--- src/rtl/decode_queue_stage.sv ---
// MIPS decode stage: a small instruction queue feeding a registered decode bundle
// with a valid/ready handshake, a single-bubble load-use interlock and a flush.
module decode_queue_stage #(
  parameter int unsigned QDEPTH = 4,
  parameter int unsigned CNT_W  = 16
) (
  input  logic              clock,
  input  logic              reset,
  input  logic              in_valid,
  output logic              in_ready,
  input  logic [31:0]       in_instr_32,
  input  logic [31:0]       in_pc_32,
  input  logic              flush,
  output logic              out_valid,
  input  logic              out_ready,
  output logic [31:0]       out_instr_32,
  output logic [31:0]       out_pc_32,
  output logic              out_alu_op,
  output logic              out_unsigned_op,
  output logic              out_imm_op,
  output logic              out_byte_op,
  output logic              out_shift_op,
  output logic              out_mem_op,
  output logic              out_write_op,
  output logic              out_branch_op,
  output logic              out_jump_op,
  output logic              out_reg_jump_op,
  output logic              out_nop,
  output logic [5:0]        out_op_type_6,
  output logic [4:0]        out_rs_5,
  output logic [4:0]        out_rt_5,
  output logic [4:0]        out_rd_5,
  output logic [4:0]        out_sh_amt_5,
  output logic [5:0]        out_func_6,
  output logic [15:0]       out_imm_16,
  output logic [25:0]       out_target_26,
  output logic [CNT_W-1:0]  bubble_count
);

  localparam int unsigned PW = (QDEPTH > 1) ? $clog2(QDEPTH) : 1;
  localparam int unsigned CW = PW + 1;

  localparam logic [5:0] OpSpecial = 6'h00;
  localparam logic [5:0] OpRegimm  = 6'h01;
  localparam logic [5:0] OpJ       = 6'h02;
  localparam logic [5:0] OpJal     = 6'h03;
  localparam logic [5:0] OpBeq     = 6'h04;
  localparam logic [5:0] OpBne     = 6'h05;
  localparam logic [5:0] OpBlez    = 6'h06;
  localparam logic [5:0] OpBgtz    = 6'h07;
  localparam logic [5:0] OpAddiu   = 6'h09;
  localparam logic [5:0] OpSlti    = 6'h0A;
  localparam logic [5:0] OpSltiu   = 6'h0B;
  localparam logic [5:0] OpOri     = 6'h0D;
  localparam logic [5:0] OpXori    = 6'h0E;
  localparam logic [5:0] OpLui     = 6'h0F;
  localparam logic [5:0] OpLb      = 6'h20;
  localparam logic [5:0] OpLw      = 6'h23;
  localparam logic [5:0] OpLbu     = 6'h24;
  localparam logic [5:0] OpSb      = 6'h28;
  localparam logic [5:0] OpSw      = 6'h2B;

  localparam logic [5:0] FnSll  = 6'h00;
  localparam logic [5:0] FnSrl  = 6'h02;
  localparam logic [5:0] FnSra  = 6'h03;
  localparam logic [5:0] FnJr   = 6'h08;
  localparam logic [5:0] FnJalr = 6'h09;
  localparam logic [5:0] FnAddu = 6'h21;
  localparam logic [5:0] FnSubu = 6'h23;
  localparam logic [5:0] FnSltu = 6'h2B;

  // Instruction fields are sliced from instr, so only the word, PC and control are stored.
  typedef struct packed {
    logic [31:0] instr;
    logic [31:0] pc;
    logic        alu;
    logic        uns;
    logic        imm;
    logic        byt;
    logic        shift;
    logic        mem;
    logic        wr;
    logic        br;
    logic        jmp;
    logic        rjmp;
    logic        nop;
    logic [5:0]  op_type;
  } bundle_t;

  function automatic bundle_t decode(input logic [31:0] w, input logic [31:0] pc);
    bundle_t    b;
    logic [5:0] op;
    logic [5:0] fn;
    logic [4:0] rt;
    b       = '0;
    b.instr = w;
    b.pc    = pc;
    op      = w[31:26];
    fn      = w[5:0];
    rt      = w[20:16];
    case (op)
      OpSpecial: begin
        if (fn == FnSll && w[10:6] == 5'd0) begin
          b.nop = 1'b1;
        end else if (fn == FnJr || fn == FnJalr) begin
          b.jmp  = 1'b1;
          b.rjmp = 1'b1;
        end else begin
          b.alu   = 1'b1;
          b.shift = (fn[5:3] == 3'b000);
          b.uns   = (fn == FnAddu) || (fn == FnSubu) || (fn == FnSltu);
        end
      end
      OpAddiu, OpSltiu: begin
        b.alu = 1'b1;
        b.imm = 1'b1;
        b.uns = 1'b1;
      end
      OpSlti, OpOri, OpXori: begin
        b.alu = 1'b1;
        b.imm = 1'b1;
      end
      OpLw, OpLui: begin
        b.mem = 1'b1;
        b.imm = 1'b1;
      end
      OpLb: begin
        b.mem = 1'b1;
        b.imm = 1'b1;
        b.byt = 1'b1;
      end
      OpLbu: begin
        b.mem = 1'b1;
        b.imm = 1'b1;
        b.byt = 1'b1;
        b.uns = 1'b1;
      end
      OpSw: begin
        b.mem = 1'b1;
        b.imm = 1'b1;
        b.wr  = 1'b1;
      end
      OpSb: begin
        b.mem = 1'b1;
        b.imm = 1'b1;
        b.byt = 1'b1;
        b.wr  = 1'b1;
      end
      OpJ: b.jmp = 1'b1;
      OpJal: begin
        b.jmp  = 1'b1;
        b.rjmp = 1'b1;
        b.imm  = 1'b1;
      end
      OpBeq, OpBne, OpBlez, OpBgtz: b.br = 1'b1;
      // Only BLTZ (rt=0) and BGEZ (rt=1) are decoded; other REGIMM forms are nops.
      OpRegimm: begin
        if (rt == 5'd0 || rt == 5'd1) b.br = 1'b1;
        else                          b.nop = 1'b1;
      end
      default: b.nop = 1'b1;
    endcase
    if (!b.nop) begin
      if (op == OpSpecial)     b.op_type = fn;
      else if (op == OpRegimm) b.op_type = {1'b0, rt};
      else                     b.op_type = op;
    end
    return b;
  endfunction

  function automatic logic reads_rs(input bundle_t b);
    logic [5:0] op;
    op = b.instr[31:26];
    return !b.nop && !(op inside {OpJ, OpJal, OpLui}) &&
           !(op == OpSpecial && (b.instr[5:0] inside {FnSll, FnSrl, FnSra}));
  endfunction

  function automatic logic reads_rt(input bundle_t b);
    return !b.nop && (b.instr[31:26] inside {OpSpecial, OpBeq, OpBne, OpSw, OpSb});
  endfunction

  logic [63:0]      ent_q [QDEPTH];
  logic [63:0]      ent_d [QDEPTH];
  logic [PW-1:0]    wptr_q, wptr_d, rptr_q, rptr_d;
  logic [CW-1:0]    count_q, count_d;
  logic             out_valid_q, out_valid_d;
  bundle_t          out_q, out_d;
  logic [CNT_W-1:0] bubble_q, bubble_d;

  bundle_t head;
  logic    push, pop, out_load, out_is_load, hazard;
  logic [4:0] out_rt;

  // Reset gating keeps in_ready low while reset is held, independent of flush.
  assign in_ready = (count_q < CW'(QDEPTH)) & ~flush & ~reset;
  assign push     = in_valid & in_ready;
  assign out_load = ~out_valid_q | out_ready;

  assign head        = decode(ent_q[rptr_q][63:32], ent_q[rptr_q][31:0]);
  assign out_rt      = out_q.instr[20:16];
  assign out_is_load = out_q.mem & ~out_q.wr & (out_q.instr[31:26] != OpLui);
  assign hazard      = out_valid_q & out_is_load & (out_rt != 5'd0) &
                       ((reads_rs(head) & (head.instr[25:21] == out_rt)) |
                        (reads_rt(head) & (head.instr[20:16] == out_rt)));

  // Next-state for queue, output register and bubble counter.
  always_comb begin
    ent_d       = ent_q;
    wptr_d      = wptr_q;
    rptr_d      = rptr_q;
    count_d     = count_q;
    out_valid_d = out_valid_q;
    out_d       = out_q;
    bubble_d    = bubble_q;
    pop         = 1'b0;
    if (flush) begin
      wptr_d      = '0;
      rptr_d      = '0;
      count_d     = '0;
      out_valid_d = 1'b0;
      out_d       = '0;
    end else begin
      if (out_load) begin
        if (count_q != '0) begin
          out_valid_d = 1'b1;
          if (hazard) begin
            // Bubble: all-zero word decodes as a nop; keep the held head's PC.
            out_d     = '0;
            out_d.pc  = head.pc;
            out_d.nop = 1'b1;
            if (bubble_q != '1) bubble_d = bubble_q + CNT_W'(1);
          end else begin
            out_d = head;
            pop   = 1'b1;
          end
        end else begin
          out_valid_d = 1'b0;
        end
      end
      if (push) begin
        ent_d[wptr_q] = {in_instr_32, in_pc_32};
        wptr_d        = wptr_q + PW'(1);
      end
      if (pop) rptr_d = rptr_q + PW'(1);
      count_d = count_q + CW'(push) - CW'(pop);
    end
  end

  // State registers with asynchronous reset.
  always_ff @(posedge clock or posedge reset) begin
    if (reset) begin
      ent_q       <= '{default: '0};
      wptr_q      <= '0;
      rptr_q      <= '0;
      count_q     <= '0;
      out_valid_q <= 1'b0;
      out_q       <= '0;
      bubble_q    <= '0;
    end else begin
      ent_q       <= ent_d;
      wptr_q      <= wptr_d;
      rptr_q      <= rptr_d;
      count_q     <= count_d;
      out_valid_q <= out_valid_d;
      out_q       <= out_d;
      bubble_q    <= bubble_d;
    end
  end

  assign out_valid       = out_valid_q;
  assign out_instr_32    = out_q.instr;
  assign out_pc_32       = out_q.pc;
  assign out_alu_op      = out_q.alu;
  assign out_unsigned_op = out_q.uns;
  assign out_imm_op      = out_q.imm;
  assign out_byte_op     = out_q.byt;
  assign out_shift_op    = out_q.shift;
  assign out_mem_op      = out_q.mem;
  assign out_write_op    = out_q.wr;
  assign out_branch_op   = out_q.br;
  assign out_jump_op     = out_q.jmp;
  assign out_reg_jump_op = out_q.rjmp;
  assign out_nop         = out_q.nop;
  assign out_op_type_6   = out_q.op_type;
  assign out_rs_5        = out_q.instr[25:21];
  assign out_rt_5        = out_q.instr[20:16];
  assign out_rd_5        = out_q.instr[15:11];
  assign out_sh_amt_5    = out_q.instr[10:6];
  assign out_func_6      = out_q.instr[5:0];
  assign out_imm_16      = out_q.instr[15:0];
  assign out_target_26   = out_q.instr[25:0];
  assign bubble_count    = bubble_q;

endmodule

--- config.mk ---
export PLATFORM = sky130hd
export DESIGN_NAME = decode_queue_stage
export DESIGN_NICKNAME = d
export VERILOG_FILES = /design/src/rtl/decode_queue_stage.sv
export SDC_FILE = /design/constraint.sdc
export NUM_CORES = 1
export LEC_CHECK = 0
export BUFFER_PORTS_ARGS = -buffer_cell sky130_fd_sc_hd__buf_2
export CAP_MARGIN = 25
export CORE_AREA = 2 2 235 213
export CTS_BUF_LIST = sky130_fd_sc_hd__clkbuf_8
export DETAILED_ROUTE_END_ITERATION = 12
export DIE_AREA = 0 0 237 215
export SLEW_MARGIN = 20
export SYNTH_ARGS = -nofsm -noshare
export SYNTH_HDL_FRONTEND = slang
export SYNTH_SLANG_ARGS = --single-unit
--- constraint.sdc ---
create_clock -name clock -period 21.5 [get_ports clock]
set_clock_uncertainty 0.15 [all_clocks]
set_input_delay 4.3 -clock clock [delete_from_list [all_inputs] [get_ports clock]]
set_output_delay 4.3 -clock clock [all_outputs]
set_load 0.02 [all_outputs]
==> impl_metrics.json <==
{
  "outcome": "finished clean",
  "layout_commonest_cell": "dfrtp_1",
  "seq_area_frac_synth_pct": 55.3,
  "clock-sinks": 361,
  "crit_cells": 3,
  "path_cells": "buf_2, nor3_1, buf_2",
  "worst-setup-path-type": "input pin to primary output",
  "synth-seq-cells": 361,
  "drtPass1Iterations": 5,
  "synth_edf_count": 0,
  "fin_crit_sh_pct": 44.4,
  "final_nets": 1431,
  "finalWorstSetupSlack_ps": 11960,
  "irDropWorstVdd_mv": 0.0649,
  "path_delay_family": "buffers and inverters",
  "ys_top_cells_by_area": "dfrtp_1 55%, mux2_2 18%, mux4_2 8.8%",
  "power_density_nw_per_um2": 141,
  "antenna_found_initial": 6,
  "dieWidth_um": 237,
  "clock_latency_ps": 620,
  "hold_viol": 0,
  "fp-row-count": 77,
  "final_antenna_net_count": 0,
  "grt_pass1_wl_um": 63800,
  "finalSetupTns_ps": 0,
  "port_buffers": 235,
  "yosys_most_used_dff": "dfrtp_1",
  "hold_path_depth": 1,
  "cts_resized": 0,
  "worst-path-max-fanout": 25,
  "fin_crit_ps": 9540,
  "final.fill_count": 4629,
  "tightest_slew_ps": 914,
  "critPathArrivalTime_ps": 5090,
  "syn_avg_cell_area_um2": 13.9,
  "hp-class": "flip-flop to flip-flop",
  "dp_slack_ps": 11950,
  "holdWs_ps": 337,
  "cts_max_path_buffers": 3,
  "first_iter_violations": 595,
  "root_buffer": "clkbuf_8",
  "wirelength_um": 40700,
  "setup_viol": 0,
  "drv_slew": 0,
  "grt_max_degree": 173,
  "path_buf_inv": 2,
  "p_leak_nw": 9.24,
  "rsz0062_at_grt": "false",
  "hpwl_um": 24800,
  "path_clk_slew_ps": 60,
  "num_io_pins": 236,
  "maxCapViolations": 0,
  "die_h_um": 215,
  "syn_nets": 1249,
  "cp.required_ps": 17050,
  "vias_per_cell": 5.09,
  "postCtsSetupRepairBufs": 0,
  "gp_congestion": 0.783,
  "core_area_um2": 48700,
  "crit_path_start_kind": "input pin",
  "synthArstFlopShare_pct": 100,
  "synthToLayoutAreaGrowth_pct": 15.9,
  "fmax_ghz": 0.105,
  "synth_top_cell_by_area": "dfrtp_1",
  "drc_errors": 0,
  "cp_slowest_stage_delay_ps": 310,
  "routedWlPerCell_um": 20.1,
  "synth.top_cell.area_share_pct": 55.3,
  "drive_above_1_share_pct": 48.9,
  "grt-ovfl-total": 0,
  "reg2reg_depth": 14,
  "postLayoutCoreUtil_pct": 38.9,
  "num_vias": 10300,
  "worst_path_max_delay_cell": "nor3_1",
  "ys_warn_count": 0,
  "globalRouteTotalUtil_pct": 16.3,
  "final_cell_mix": "359 x dfrtp_1, 260 x mux2_2, 235 x buf_2, 90 x nand2_1, 78 x clkbuf_8",
  "initial_core_util_pct": 33.6,
  "synth_cells": 1172,
  "crit_top_cell": "buf_2",
  "die_area_um2": 51000,
  "netlist_area_um2": 16300,
  "grt_pass1_vias": 10700,
  "cts_tree": "built",
  "end_kind": "primary output",
  "max_slew_margin_pct": 38.8,
  "ctsHtreeMaxLevel": 3,
  "numCtsBuffers": 66,
  "yosysUniqueCellTypes": 50,
  "postCtsHoldBufs": 0
}
-- flip-flops by register name, summed over array words and instances (netlist names), 2 cells and up --
register,count
count_q,3
bubble_count,16
rptr_q,2
wptr_q,2
ent_q,256
out_instr_32,32
out_pc_32,32
out_op_type_6,6
-- synth_stat cells (9+ instances only) --
library cell	n
nor3_1	12
mux4_2	64
a22o_1	38
dfrtp_1	361
clkbuf_1	47
xnor2_1	13
inv_1	15
buf_4	68
buf_1	11
nand2b_1	9
mux2_2	260
xor2_1	12
nand3_1	9
a21oi_1	41
nand2_1	94
nor2_1	24
-- power breakdown --
part           switching [mW]  internal (mW)
Combinational           0.575          0.441
Clock                   0.283          0.337
Sequential              0.153          0.874
-- metrics by stage --
stage          power, mW  area (µm²)  instances
4_1_cts             2.70       18900       2024
6_report            2.66       18900       2027
5_1_grt             2.83       18900       2025
3_5_place_dp        2.06       17700       1917
2_1_floorplan       1.81       16300       1172
3_3_place_gp        2.04       17700       1917
-- layout make-up --
type	count	area, µm²	share of cell area, %
Tap cell	632	791	4.18
Antenna cell	2	5.00	0.0264
Clock buffer	78	1070	5.67
Timing Repair Buffer	250	1320	6.98
Clock inverter	29	146	0.773
Inverter	15	63.8	0.337
Multi-Input combinational cell	660	6490	34.3
Sequential cell	361	9040	47.7
-- path summary, 6_finish.rpt --
path,startpoint,slack (ps),end
max,flush,11960,in_ready
min,bubble_count[5],340,bubble_count[5]
max reg2reg,rptr_q[0],16520,count_q[2]
min reg2reg,bubble_count[5],340,bubble_count[5]
max in group asynchronous,reset,15240,out_pc_32[23]
min in group asynchronous,reset,3720,ent_q[86]
-- kinds of logic (layout without fill, tap and decap cells) --
group	after synthesis	after routing	synth area share, %
AO/OA/AOI/OAI	110	110	4.84
flip-flops	361	361	55.3
adder cells (fa/ha/maj)	8	8	0.659
XOR/XNOR	26	26	1.44
AND/OR/NAND/NOR	192	192	5.77
multiplexers	324	324	26.7
other	0	2	0
buffers and inverters	151	372	5.26
-- layer usage --
metal / global-route usage (%) / part of all wire [%] / vias to the layer above
li1: - / - / 4533
met1: 22.0 / 46 / 5429
met2: 25.7 / 47 / 268
met3: 4.05 / 5.1 / 88
met4: 5.04 / 2.4 / 8
met5: 0 / 0.096 / -
No activity file was read; power rests on OpenSTA's default activity.
